<file path="src/rtl/md_pkg.sv">
// md_pkg: types shared by the iterative multiply/divide unit.
//   md_func_e  - operation code presented on func
//   md_state_e - sequencer states of md_iter_unit
package md_pkg;

   typedef enum logic [2:0] {
      FUNC_NONE = 3'b000,
      FUNC_MUL  = 3'b001,
      FUNC_DIV  = 3'b010,
      FUNC_MTHI = 3'b011,
      FUNC_MTLO = 3'b100
   } md_func_e;

   typedef enum logic [1:0] {
      IDLE = 2'd0,
      CALC = 2'd1,
      FIX  = 2'd2
   } md_state_e;

endpackage

</file>
<file path="src/rtl/md_sign_fix.sv">
// md_sign_fix: combinational conditional two's-complement negate.
//   i_val - value to correct
//   i_neg - 1 to negate i_val
//   o_val - i_neg ? -i_val : i_val
module md_sign_fix #(
   parameter int W = 32
) (
   input  logic [W-1:0] i_val,
   input  logic         i_neg,
   output logic [W-1:0] o_val
);

   assign o_val = i_neg ? ((~i_val) + {{(W-1){1'b0}}, 1'b1}) : i_val;

endmodule

</file>
<file path="src/rtl/md_iter_unit.sv">
// md_iter_unit: iterative multiply/divide unit with HI/LO result registers.
//   clk     - clock, rising edge
//   rst     - asynchronous active-low reset
//   start   - operation request, sampled in IDLE only
//   func    - md_func_e operation code
//   is_sign - signed (1) / unsigned (0) MUL and DIV
//   a, b    - operands (a also carries MTHI/MTLO data)
//   cancel  - flush, aborts any operation without touching HI/LO
//   busy    - high while CALC or FIX
//   done    - one-cycle pulse after HI/LO update from MUL/DIV
//   hi, lo  - result registers
//
// state | meaning
// IDLE  | waiting; accepts MUL/DIV, performs MTHI/MTLO writes
// CALC  | WIDTH shift-add (MUL) or restoring shift-subtract (DIV) steps
// FIX   | sign correction, HI/LO write, back to IDLE
module md_iter_unit
   import md_pkg::*;
#(
   parameter int               WIDTH   = 32,
   parameter logic [WIDTH-1:0] DIV0_LO = '1
) (
   input  logic             clk,
   input  logic             rst,
   input  logic             start,
   input  logic [2:0]       func,
   input  logic             is_sign,
   input  logic [WIDTH-1:0] a,
   input  logic [WIDTH-1:0] b,
   input  logic             cancel,
   output logic             busy,
   output logic             done,
   output logic [WIDTH-1:0] hi,
   output logic [WIDTH-1:0] lo
);

   localparam int CW = $clog2(WIDTH);

   md_state_e          r_state;
   md_state_e          w_state_nxt;
   logic [CW-1:0]      r_cnt;
   logic [2*WIDTH-1:0] r_acc;
   logic [WIDTH-1:0]   r_opb;
   logic [WIDTH-1:0]   r_a_raw;
   logic               r_is_div;
   logic               r_div0;
   logic               r_neg_q;
   logic               r_neg_r;
   logic [WIDTH-1:0]   r_hi;
   logic [WIDTH-1:0]   r_lo;
   logic               r_done;

   logic               w_accept;
   logic               w_fix_wr;
   logic               w_mt_hi;
   logic               w_mt_lo;
   logic               w_is_div_req;
   logic               w_b_zero;
   logic               w_neg_a;
   logic               w_neg_b;
   logic [WIDTH-1:0]   w_abs_a;
   logic [WIDTH-1:0]   w_abs_b;
   logic [WIDTH:0]     w_mul_sum;
   logic [2*WIDTH-1:0] w_mul_step;
   logic [WIDTH:0]     w_div_top;
   logic [WIDTH:0]     w_div_diff;
   logic [2*WIDTH-1:0] w_div_step;
   logic [2*WIDTH-1:0] w_prod_fix;
   logic [WIDTH-1:0]   w_quo_fix;
   logic [WIDTH-1:0]   w_rem_fix;

   assign w_is_div_req = (func == FUNC_DIV);
   assign w_b_zero     = (b == '0);
   assign w_neg_a      = is_sign & a[WIDTH-1];
   assign w_neg_b      = is_sign & b[WIDTH-1];

   md_sign_fix #(.W(WIDTH))   u_abs_a   (.i_val(a),                     .i_neg(w_neg_a), .o_val(w_abs_a));
   md_sign_fix #(.W(WIDTH))   u_abs_b   (.i_val(b),                     .i_neg(w_neg_b), .o_val(w_abs_b));
   md_sign_fix #(.W(2*WIDTH)) u_fix_prd (.i_val(r_acc),                 .i_neg(r_neg_q), .o_val(w_prod_fix));
   md_sign_fix #(.W(WIDTH))   u_fix_quo (.i_val(r_acc[WIDTH-1:0]),       .i_neg(r_neg_q), .o_val(w_quo_fix));
   md_sign_fix #(.W(WIDTH))   u_fix_rem (.i_val(r_acc[2*WIDTH-1:WIDTH]), .i_neg(r_neg_r), .o_val(w_rem_fix));

   // MUL: accumulator upper half gains the multiplicand when the current
   // multiplier bit (acc LSB) is set; carry rides in as the new MSB on shift.
   assign w_mul_sum  = {1'b0, r_acc[2*WIDTH-1:WIDTH]} + {1'b0, r_opb};
   assign w_mul_step = r_acc[0] ? {w_mul_sum, r_acc[WIDTH-1:1]}
                                : {1'b0, r_acc[2*WIDTH-1:1]};

   // DIV: the partial remainder shifted left needs WIDTH+1 bits; the MSB of
   // the difference is the borrow that decides restore vs. keep.
   assign w_div_top  = r_acc[2*WIDTH-1:WIDTH-1];
   assign w_div_diff = w_div_top - {1'b0, r_opb};
   assign w_div_step = w_div_diff[WIDTH] ? {r_acc[2*WIDTH-2:0], 1'b0}
                                         : {w_div_diff[WIDTH-1:0], r_acc[WIDTH-2:0], 1'b1};

   always_ff @(posedge clk or negedge rst) begin
      if (!rst) r_state <= IDLE;
      else      r_state <= w_state_nxt;
   end

   always_comb begin
      w_state_nxt = r_state;
      w_accept    = 1'b0;
      w_fix_wr    = 1'b0;
      w_mt_hi     = 1'b0;
      w_mt_lo     = 1'b0;
      if (cancel) begin
         w_state_nxt = IDLE;
      end else begin
         case (r_state)
            IDLE: begin
               if (start) begin
                  case (func)
                     FUNC_MUL, FUNC_DIV: begin
                        w_accept    = 1'b1;
                        w_state_nxt = (w_is_div_req && w_b_zero) ? FIX : CALC;
                     end
                     FUNC_MTHI: w_mt_hi = 1'b1;
                     FUNC_MTLO: w_mt_lo = 1'b1;
                     default: ;
                  endcase
               end
            end
            CALC: if (r_cnt == '0) w_state_nxt = FIX;
            FIX: begin
               w_fix_wr    = 1'b1;
               w_state_nxt = IDLE;
            end
            default: w_state_nxt = IDLE;
         endcase
      end
   end

   always_ff @(posedge clk or negedge rst) begin
      if (!rst) begin
         r_cnt    <= '0;
         r_acc    <= '0;
         r_opb    <= '0;
         r_a_raw  <= '0;
         r_is_div <= 1'b0;
         r_div0   <= 1'b0;
         r_neg_q  <= 1'b0;
         r_neg_r  <= 1'b0;
         r_hi     <= '0;
         r_lo     <= '0;
         r_done   <= 1'b0;
      end else begin
         r_done <= w_fix_wr;
         if (w_accept) begin
            r_acc    <= {{WIDTH{1'b0}}, w_abs_a};
            r_opb    <= w_abs_b;
            r_a_raw  <= a;
            r_is_div <= w_is_div_req;
            r_div0   <= w_is_div_req && w_b_zero;
            r_neg_q  <= w_neg_a ^ w_neg_b;
            r_neg_r  <= w_neg_a;
            r_cnt    <= CW'(WIDTH - 1);
         end else if (r_state == CALC && !cancel) begin
            r_acc <= r_is_div ? w_div_step : w_mul_step;
            r_cnt <= r_cnt - 1'b1;
         end

         if (w_fix_wr) begin
            if (r_div0) begin
               r_hi <= r_a_raw;
               r_lo <= DIV0_LO;
            end else if (r_is_div) begin
               r_hi <= w_rem_fix;
               r_lo <= w_quo_fix;
            end else begin
               {r_hi, r_lo} <= w_prod_fix;
            end
         end else begin
            if (w_mt_hi) r_hi <= a;
            if (w_mt_lo) r_lo <= a;
         end
      end
   end

   assign busy = (r_state == CALC) || (r_state == FIX);
   assign done = r_done;
   assign hi   = r_hi;
   assign lo   = r_lo;

endmodule

</file>
<file path="config.mk">
export PLATFORM = sky130hd
export DESIGN_NAME = md_iter_unit
export DESIGN_NICKNAME = d
export VERILOG_FILES = /design/src/rtl/md_pkg.sv /design/src/rtl/md_sign_fix.sv /design/src/rtl/md_iter_unit.sv
export SDC_FILE = /design/constraint.sdc
export NUM_CORES = 1
export LEC_CHECK = 0
export CORE_UTILIZATION = 55
export DETAILED_ROUTE_END_ITERATION = 6
export PLACE_DENSITY = 0.81
export SLEW_MARGIN = 20
export SYNTH_ARGS = -nofsm -noshare
export SYNTH_HDL_FRONTEND = slang
export SYNTH_HIERARCHICAL = 1
export SYNTH_SLANG_ARGS = --single-unit
</file>
<file path="constraint.sdc">
create_clock -name clk -period 9.4 [get_ports clk]
set_clock_uncertainty 0.15 [all_clocks]
set_input_delay 1.88 -clock clk [delete_from_list [all_inputs] [get_ports clk]]
set_output_delay 1.88 -clock clk [all_outputs]
set_load 0.005 [all_outputs]
</file>
==> impl_metrics.py <==
metrics = {
    "sta": {
        "max_slew_margin": 0.292,
        "tns_ps": 0,
        "fmax_mhz": 222,
        "worst_pin_slew_ps": 1060,
        "setup_violations": 0,
        "drv_slew": 0,
        "grt_setup_unrepaired": "no",
        "timing.final.crit_period_ps": 4510,
        "finalHoldViolCount": 0,
        "finalCritPeriodShare": 0.480,
        "setup_ws_ps": 4890,
    },
    "synthesis": {
        "synth_area_mm2": 0.0193,
        "synth_cells": 2371,
        "syn_nets": 2519,
        "yosysSeqAreaShare": 0.265,
        "synth.distinct_cells": 102,
        "ys_ff_latch": 204,
        "synth.avg_cell_area_um2": 8.13,
        "yosys_most_used_dff": "dfrtp_1",
        "async_flop_share": 1.00,
        "synth_edf_count": 0,
        "yosysWarnings": 6,
    },
    "worst_setup_path": {
        "rr_endpoint": "r_acc[63]",
        "reg2regPathDepth": 12,
        "arrival_ps": 4770,
        "rr_startpoint": "r_acc[31]",
        "cp-start-kind": "input pin",
        "r2r_setup_slack_ps": 4930,
        "criticalPathCategory": "input pin to flop",
        "crit_fanout": 162,
        "cp.required_ps": 9670,
        "cp-end-kind": "flop",
    },
    "power": {
        "ir_drop_mv": 0.190,
        "p_leak_nw": 8.61,
        "power_density_mw_per_mm2": 340,
    },
    "grt": {
        "grt_pass1_wl_mm": 96.3,
        "busiest_layer": "met2",
        "use_met3": 0.0384,
        "antenna_found_initial": 0,
        "globalRouteMet1Util": 0.419,
        "grt_max_degree": 163,
        "gr-usage-met2": 0.572,
        "overflow": 0,
        "grt_pass1_vias": 17890,
        "grt_util_all_layers": 0.335,
    },
    "placement": {
        "finalWeightedCongestion": 0.967,
        "io_buffers": 137,
        "hpwl_mm": 43.9,
        "preCtsSetupSlack_ps": 4420,
    },
    "clock_tree": {
        "clk-insertion-delay-late_ps": 530,
        "root_buffer": "clkbuf_16",
        "clk_path_buf_depth": 3,
        "hold_buffers": 0,
        "cts_setup_buffers": 0,
        "cts_tree": "built",
        "cts_sinks": 204,
        "postCtsResizedCells": 0,
        "htreeDepth": 1,
        "cts.clk_slew.worst_paths_ps": 60,
        "cts_buffers": 25,
    },
    "cells_and_area": {
        "drive_gt1_frac": 0.0737,
        "final_common_cell": "nand2_1",
        "final_cell_mix": "nand2_1 (315), xnor2_1 (219), a21oi_1 (207), dfrtp_1 (201), nor2_1 (194)",
        "finalNetCount": 2561,
        "n_antenna_cell": 0,
        "fill_cells": 2984,
        "area_growth_pct": 12.5,
    },
    "outcome": {
        "status": "finished, final reports clean",
    },
    "min_path": {
        "hold_end": "r_a_raw[12]",
        "min_path_type": "flop to flop",
        "hold_path_depth": 2,
        "hp-start": "r_a_raw[12]",
    },
    "route": {
        "ant_nets": 0,
        "vias": 18586,
        "drt_iter0_markers": 1545,
        "vias_per_cell": 6.44,
        "drc": 0,
        "wl_per_cell_um": 21.0,
        "first_pass_iters": 5,
        "wirelength_mm": 60.6,
    },
    "die": {
        "rows": 68,
        "initial_core_util": 0.558,
        "core-area_mm2": 0.0345,
        "die_w_um": 189,
        "die_area_mm2": 0.0358,
        "ios": 138,
        "die_h_um": 189,
    },
    "run": {
        "drv_cap": 0,
    },
}
[critical path, cell delays in order]
cell and delay [ps]:
clkdlybuf4s50_1 540, xor2_1 230, nand3b_1 180, nor3b_2 300
buf_12 530, nor2_1 410, nand2_1 310, a21oi_1 70
a221o_1 260
[Yosys cell counts, drive strengths merged, types with 17 or more instances]
| cell | number | area (um^2) |
|---|---|---|
| mux2i | 140 | 1400 |
| a22oi | 33 | 248 |
| or3 | 19 | 130 |
| ha | 74 | 926 |
| nor4 | 39 | 505 |
| a211oi | 23 | 178 |
| o31ai | 70 | 569 |
| xor2 | 20 | 175 |
| a21oi | 208 | 1040 |
| a21o | 28 | 210 |
| clkbuf | 98 | 369 |
| nand2b | 22 | 138 |
| buf | 45 | 249 |
| dfrtp | 204 | 5100 |
| nor2 | 196 | 738 |
| nand3 | 41 | 238 |
| nand2 | 316 | 1190 |
| inv | 66 | 248 |
| nand4 | 30 | 215 |
| or4 | 17 | 151 |
| nor3 | 36 | 196 |
| o21ai | 189 | 953 |
| xnor2 | 219 | 1920 |
| o41ai | 49 | 598 |
[cell families (layout without fill, tap and decap cells)]
family / Yosys count / after routing / share of synthesized area
and+or+nand+nor: 798 / 798 / 0.214
muxes: 150 / 150 / 0.0790
AOI/OAI and AO/OA: 694 / 694 / 0.238
buffers and inverters: 210 / 269 / 0.0451
xor gates and xnor gates: 239 / 239 / 0.109
adders and majority gates: 76 / 76 / 0.0501
DFF: 204 / 204 / 0.265
[layout make-up]
| class | instances | area, um^2 | area share |
|---|---|---|---|
| Sequential cell | 204 | 5110 | 0.236 |
| Multi-Input combinational cell | 1957 | 13300 | 0.615 |
| Inverter | 67 | 251 | 0.0116 |
| Clock buffer | 35 | 723 | 0.0334 |
| Clock inverter | 9 | 148 | 0.00681 |
| Timing Repair Buffer | 158 | 1550 | 0.0715 |
| Tap cell | 455 | 569 | 0.0263 |
[per-stage QoR]
stage / area [um^2] / hold WS, ps / utilization / total power [W] / cells
2_1_floorplan: 19300 / 296 / - / 0.00487 / 2371
3_3_place_gp: 20800 / 309 / 0.602 / 0.00610 / 2841
3_5_place_dp: 20800 / 313 / 0.602 / 0.00620 / 2841
4_1_cts: 21700 / 329 / 0.627 / 0.00726 / 2885
5_1_grt: 21700 / 347 / 0.627 / 0.00786 / 2885
6_report: 21700 / 326 / 0.627 / 0.00736 / 2885
[where the power goes]
group	switching, W	total (W)	internal, W
Combinational	0.00247	0.00439	0.00192
Clock	0.000394	0.00104	0.000641
Sequential	0.000693	0.00193	0.00124
Total	0.00356	0.00736	0.00380
[layer usage]
metal / vias up / share of wire
met5: - / 0
met4: 0 / 0.054
li1: 8666 / -
met1: 8817 / 0.40
met3: 205 / 0.070
met2: 898 / 0.48
[sequential cells by signal, indices dropped and copies added, names as in the netlist]
register	count
hi	32
r_a_raw	32
r_state	2
done	1
r_neg_r	1
r_div0	1
r_cnt	5
r_neg_q	1
lo	32
r_opb	32
r_is_div	1
r_acc	64
[worst max-delay path by stage]
| stage | endpoint | start | depth (start not counted) | slack (ps) |
|---|---|---|---|---|
| 6_report | r_acc[57] | func[0] | 9 | 4890 |
| 3_5_place_dp | r_acc[57] | func[0] | 9 | 4420 |
| 3_3_place_gp | r_acc[57] | func[0] | 9 | 4520 |
| 5_1_grt | r_acc[57] | func[0] | 9 | 4650 |
| 2_1_floorplan | r_acc[57] | func[0] | 6 | 5630 |
| 4_1_cts | r_acc[57] | func[0] | 9 | 4980 |
No activity file was read; power rests on OpenSTA's default activity.
